==> src/rtl/clk_div_adc_multi_if.sv <==
// clk_div_adc_multi_if: control and status bundle for the multi-channel divider/timer
interface clk_div_adc_multi_if #(
  parameter int Width    = 8,
  parameter int Channels = 4
);
  logic                        sync_i;
  logic [Channels-1:0]         en_i;
  logic [Channels*Width-1:0]   kmax_i;
  logic [2*Channels-1:0]       mode_i;
  logic [Channels-1:0]         start_i;
  logic [Channels-1:0]         tick_o;
  logic [Channels-1:0]         sq_o;
  logic [Channels-1:0]         busy_o;
  modport master (
    output sync_i, en_i, kmax_i, mode_i, start_i,
    input  tick_o, sq_o, busy_o
  );
  modport slave (
    input  sync_i, en_i, kmax_i, mode_i, start_i,
    output tick_o, sq_o, busy_o
  );
endinterface

==> src/rtl/clk_div_adc_multi.sv <==
// clk_div_adc_multi: per-channel down-counter dividers (off / periodic / one-shot / square)
module clk_div_adc_multi #(
  parameter int Width    = 8,
  parameter int Channels = 4
) (
  input logic                  clk_i,
  input logic                  rst_i,
  clk_div_adc_multi_if.slave   bus
);
  localparam logic [1:0] M_OFF = 2'b00;
  localparam logic [1:0] M_PER = 2'b01;
  localparam logic [1:0] M_ONE = 2'b10;
  localparam logic [1:0] M_SQ  = 2'b11;
  logic [Channels-1:0][Width-1:0] cnt_q, cnt_d, kmax_in;
  logic [Channels-1:0][1:0]       mode_q, mode_d, mode_in, mode_cur;
  logic [Channels-1:0]            busy_q, busy_d, sq_q, sq_d, tick_q, tick_d;
  logic                           first_q, first_d;
  // The first edge after reset adopts mode_i directly, so it runs as normal operation
  // instead of being consumed by a mode-change clear.
  for (genvar g = 0; g < Channels; g++) begin : g_ch
    assign kmax_in[g]  = bus.kmax_i[g*Width +: Width];
    assign mode_in[g]  = bus.mode_i[2*g +: 2];
    assign mode_cur[g] = first_q ? mode_in[g] : mode_q[g];
  end
  // Next-state: sync_i, then mode change, then the per-mode counting behaviour
  always_comb begin
    cnt_d   = cnt_q;
    busy_d  = busy_q;
    sq_d    = sq_q;
    tick_d  = '0;
    mode_d  = mode_in;
    first_d = 1'b0;
    for (int n = 0; n < Channels; n++) begin
      if (bus.sync_i || mode_in[n] != mode_cur[n]) begin
        cnt_d[n]  = '0;
        busy_d[n] = 1'b0;
        sq_d[n]   = 1'b0;
      end else begin
        case (mode_cur[n])
          M_PER, M_SQ: begin
            if (bus.en_i[n]) begin
              if (cnt_q[n] == '0) begin
                cnt_d[n]  = kmax_in[n];
                tick_d[n] = 1'b1;
                sq_d[n]   = (mode_cur[n] == M_SQ) ? ~sq_q[n] : 1'b0;
              end else begin
                cnt_d[n] = cnt_q[n] - 1'b1;
              end
            end
          end
          M_ONE: begin
            if (!busy_q[n]) begin
              cnt_d[n]  = bus.start_i[n] ? kmax_in[n] : '0;
              busy_d[n] = bus.start_i[n];
            end else if (bus.en_i[n]) begin
              if (cnt_q[n] == '0) begin
                busy_d[n] = 1'b0;
                tick_d[n] = 1'b1;
              end else begin
                cnt_d[n] = cnt_q[n] - 1'b1;
              end
            end
          end
          default: begin
            cnt_d[n]  = '0;
            busy_d[n] = 1'b0;
            sq_d[n]   = 1'b0;
          end
        endcase
      end
    end
  end
  // State registers, cleared asynchronously by the active-low reset
  always_ff @(posedge clk_i or negedge rst_i) begin
    if (!rst_i) begin
      cnt_q   <= '0;
      busy_q  <= '0;
      sq_q    <= '0;
      tick_q  <= '0;
      mode_q  <= '0;
      first_q <= 1'b1;
    end else begin
      cnt_q   <= cnt_d;
      busy_q  <= busy_d;
      sq_q    <= sq_d;
      tick_q  <= tick_d;
      mode_q  <= mode_d;
      first_q <= first_d;
    end
  end
  assign bus.tick_o = tick_q;
  assign bus.sq_o   = sq_q;
  assign bus.busy_o = busy_q;
endmodule

==> src/flat_wrapper.sv <==
// flat-port wrapper written by rule: the top's interface ports become plain ports
module clk_div_adc_multi_flat 
#(
  parameter int Width    = 8,
  parameter int Channels = 4
)
  (clk_i, rst_i, bus_sync_i, bus_en_i, bus_kmax_i, bus_mode_i, bus_start_i, bus_tick_o, bus_sq_o, bus_busy_o);
  clk_div_adc_multi_if #(.Width(Width), .Channels(Channels)) bus_i ();
  input logic clk_i;
  input logic rst_i;
  input wire logic [$bits(bus_i.sync_i)-1:0] bus_sync_i;
  input wire logic [$bits(bus_i.en_i)-1:0] bus_en_i;
  input wire logic [$bits(bus_i.kmax_i)-1:0] bus_kmax_i;
  input wire logic [$bits(bus_i.mode_i)-1:0] bus_mode_i;
  input wire logic [$bits(bus_i.start_i)-1:0] bus_start_i;
  output wire logic [$bits(bus_i.tick_o)-1:0] bus_tick_o;
  output wire logic [$bits(bus_i.sq_o)-1:0] bus_sq_o;
  output wire logic [$bits(bus_i.busy_o)-1:0] bus_busy_o;
  assign bus_i.sync_i = bus_sync_i;
  assign bus_i.en_i = bus_en_i;
  assign bus_i.kmax_i = bus_kmax_i;
  assign bus_i.mode_i = bus_mode_i;
  assign bus_i.start_i = bus_start_i;
  assign bus_tick_o = bus_i.tick_o;
  assign bus_sq_o = bus_i.sq_o;
  assign bus_busy_o = bus_i.busy_o;
  clk_div_adc_multi #(.Width(Width), .Channels(Channels)) u_core (.clk_i(clk_i), .rst_i(rst_i), .bus(bus_i));
endmodule
==> config.mk <==
export PLATFORM = sky130hd
export DESIGN_NAME = clk_div_adc_multi_flat
export DESIGN_NICKNAME = d
export VERILOG_FILES = /design/src/rtl/clk_div_adc_multi_if.sv /design/src/rtl/clk_div_adc_multi.sv /design/src/flat_wrapper.sv
export SDC_FILE = /design/constraint.sdc
export NUM_CORES = 1
export LEC_CHECK = 0
export CAP_MARGIN = 0
export CORE_MARGIN = 2
export CORE_UTILIZATION = 40
export CTS_CLUSTER_DIAMETER = 30
export CTS_CLUSTER_SIZE = 8
export DETAILED_ROUTE_END_ITERATION = 6
export PLACE_DENSITY = 0.65
export SYNTH_ARGS = -nofsm -noshare
export SYNTH_HDL_FRONTEND = slang
export SYNTH_SLANG_ARGS = --single-unit
export TNS_END_PERCENT = 100
==> constraint.sdc <==
create_clock -name clk_i -period 2.6 [get_ports clk_i]
set_clock_uncertainty 0.15 [all_clocks]
set_input_delay 0.39 -clock clk_i [delete_from_list [all_inputs] [get_ports clk_i]]
set_output_delay 0.39 -clock clk_i [all_outputs]
set_load 0.005 [all_outputs]
==> metrics <==
status completed; Max Cap Violations 0; Max Fclk 405.8 MHz; Crit. End Element register; Crit Path Class register to register; Residual DRC 0; DIE WIDTH 99.61 µm; setup TNS 0 ps; CP max stage delay 520 ps; post-synthesis sequential area ratio 0.3631; maximum fanout along the worst path 8; register share of total power 0.372; RSZ-0062 raised after global routing false; post-synthesis cell count 400; Via Count 3448; count of final max-slew check failures 0; Detailed Route WL 9372 µm; Detailed Place HPWL 7039 µm; post-synthesis async set-or-reset flop share 1.000; drt wl/cell 15.83 µm; Netlist Area Pre-Place 0.003656 mm²; first-pass detailed-route iteration total 5; Syn Area/Cell 9.140 µm²; Reg clk slew, reported paths 90 ps; Data arrival, critical path 2520 ps; clk buf depth 2; Synth cell types 75; die area 0.009921 mm²; H-tree depth 2; Worst Max-Slew Pin Slew 627.5 ps; critical path cell sequence inv_1 -> ha_1 -> or4b_4 -> nor3_2 -> nor4_2 -> buf_4 -> a22o_1 -> a22o_1; Vias/cell 5.824; Int Power 1.736 mW; Leak 1.889 nW; most common cell after layout, fill and taps aside clkdlybuf4s50_1; initial core utilization 0.4152; Nets 538; Fin. Hold Viols 0; CTS tree yes; CP delay by family, top simple AND/OR/NAND/NOR gates; vias in the first global route 3292; Buf/Inv on CP 2; Net Sw Power 1.046 mW; GP Congestion 0.9352; Rel. slew slack 0.5778; Comb pwr share 0.453; core utilization of the finished layout 0.5257; Initial DRC Count 96; Routed Antenna Nets 0; final worst path period share 0.9478; layout cells sized above 1 0.1054; most frequent CP cell a22o_1; number of synthesized flops with an enable pin 0; Num Clock Sinks 53; Setup crit start kind register; Port-buffer cells 62; initial antenna violation count 0; top-level port count 63; die height 99.61 µm; row cnt 34; pwr/cell area 601.1 mW/mm²; Syn Nets 455; Skew-Pair Late Insertion Delay 310 ps; core footprint 0.008806 mm²; clock root cell clkbuf_8; most frequent cells in the layout clkdlybuf4s50_1, dfrtp_1, nand2_1, a21oi_1, inv_1; first-pass GRT wire length 15770 µm; Seq cells post-synth 53; gr ovfl total 0; worst vdd ir 301.2 µV; area grow syn2layout 26.63%; Global Route Usage Sum 0.1926; fin crit period 2464 ps; Main synth FF type dfrtp_1; CP required 2650 ps; CTS Buf Count 5; Ant. Diodes 0; Fill cells 792; Hold Path Class register to register; clock share of power 0.175; YS warnings 0; endpoints failing setup 0; sw frac 0.3760; largest net degree at the start of global routing 31; slowest CP cell or4b_4
registers in the layout, summed over array words and instances (netlist names):
name               cells
u_core.bus.busy_o      4
u_core.bus.sq_o        4
u_core.bus.tick_o      4
u_core.cnt_q          32
u_core.first_q         1
u_core.mode_q          8
cell type report:
type | count | area (µm²) | area share
multi-input combinational | 311 | 2172 | 0.4692
sequential | 53 | 1328 | 0.2868
timing repair buffer | 85 | 803.3 | 0.1735
tap | 108 | 135.1 | 0.02919
inverter | 27 | 101.3 | 0.02189
clock buffer | 8 | 90.09 | 0.01946
power by group through the flow:
| stage | Clock [mW] | Sequential [mW] | Combinational [mW] |
|---|---|---|---|
| after floorplan | 0 | 1.02 | 0.869 |
| after global placement | 0 | 1.05 | 1.24 |
| after detailed placement | 0 | 1.05 | 1.25 |
| after CTS | 0.514 | 1.03 | 1.26 |
| after global routing | 0.538 | 1.05 | 1.41 |
| final | 0.486 | 1.04 | 1.26 |
worst reg2reg max path, delay by kind of cell (launching register included):
kind / cells / cell delay (ps)
DFF: 1 / 390
AOI/OAI and AO/OA: 2 / 450
buffers and inverters: 2 / 290
adders and majority gates: 1 / 230
and+or+nand+nor: 3 / 870
logic make-up (layout without fill, tap and decap cells):
family,after synthesis,in the layout,synth area share
other,1,1,0.001026
buffers and inverters,36,120,0.04278
xor gates and xnor gates,12,12,0.02875
AOI/OAI and AO/OA,157,157,0.3131
muxes,10,10,0.02806
and+or+nand+nor,127,127,0.2094
DFF,53,53,0.3631
adders and majority gates,4,4,0.01369
per-stage QoR:
step / cells / total power, mW / hold slack (ps) / setup WS (ps) / instance area [µm²]
after global routing: 592 / 3.000 / 408.9 / 5.331 / 4629
after detailed placement: 583 / 2.299 / 285.2 / 78.22 / 4529
after CTS: 592 / 2.805 / 377.6 / 146.9 / 4629
after floorplan: 400 / 1.888 / -55.59 / 380.2 / 3656
final: 592 / 2.783 / 369.0 / 135.8 / 4629
after global placement: 583 / 2.289 / 283.5 / 105.2 / 4529
cell usage after synthesis (3+ instances only):
library cell	count	area (µm²)
a211oi_1	7	52.55
a21o_1	6	45.04
a21oi_1	28	140.1
a22o_1	11	96.34
a22oi_1	8	60.06
a31oi_1	8	50.05
a32oi_1	8	70.07
and3b_1	6	52.55
buf_4	3	22.52
dfrtp_1	52	1301
ha_1	4	50.05
inv_1	27	101.4
mux2i_1	8	80.08
nand2_1	32	120.1
nand2b_1	4	25.02
nand3_1	5	25.02
nand3b_1	3	22.52
nor2_1	21	78.83
nor2b_1	7	43.79
nor3_1	7	35.03
nor3b_1	4	30.03
nor4_1	4	25.02
nor4b_1	4	35.03
o211ai_1	5	37.54
o21ai_0	21	105.1
o21ai_1	3	15.01
o22ai_1	11	68.82
o2bb2ai_1	10	87.58
o31ai_1	7	52.55
or3_1	3	18.77
or4_1	3	22.52
xnor2_1	11	96.34
metal layers:
| layer | track usage | part of all wire | vias up |
|---|---|---|---|
| met2 | 0.3082 | 0.45 | 92 |
| li1 | - | - | 1718 |
| met4 | 0.04847 | 0.010 | 0 |
| met3 | 0.02952 | 0.045 | 10 |
| met1 | 0.2734 | 0.49 | 1628 |
| met5 | 0 | 0 | - |
final timing paths:
kind,start,to,slack [ps],depth (start not counted)
min in group asynchronous,rst_i,u_core.cnt_q[4]$_DFFE_PN0P_,460,2
worst min register to register,u_core.cnt_q[17]$_DFFE_PN0P_,u_core.cnt_q[17]$_DFFE_PN0P_,370,2
worst max register to register,u_core.cnt_q[16]$_DFFE_PN0P_,u_core.cnt_q[19]$_DFFE_PN0P_,140,8
max in group asynchronous,rst_i,u_core.cnt_q[8]$_DFFE_PN0P_,1270,3
worst max-delay path,u_core.cnt_q[16]$_DFFE_PN0P_,u_core.cnt_q[19]$_DFFE_PN0P_,140,8
worst min-delay path,u_core.cnt_q[17]$_DFFE_PN0P_,u_core.cnt_q[17]$_DFFE_PN0P_,370,2
repair_timing:
| action | in CTS | in global routing |
|---|---|---|
| setup buffers | 0 | 0 |
| hold buffers | 1 | 0 |
| endpoints found under the hold margin | 22 | 0 |
| resized for setup | 0 | 0 |
Power figures use the tool's default switching activity.
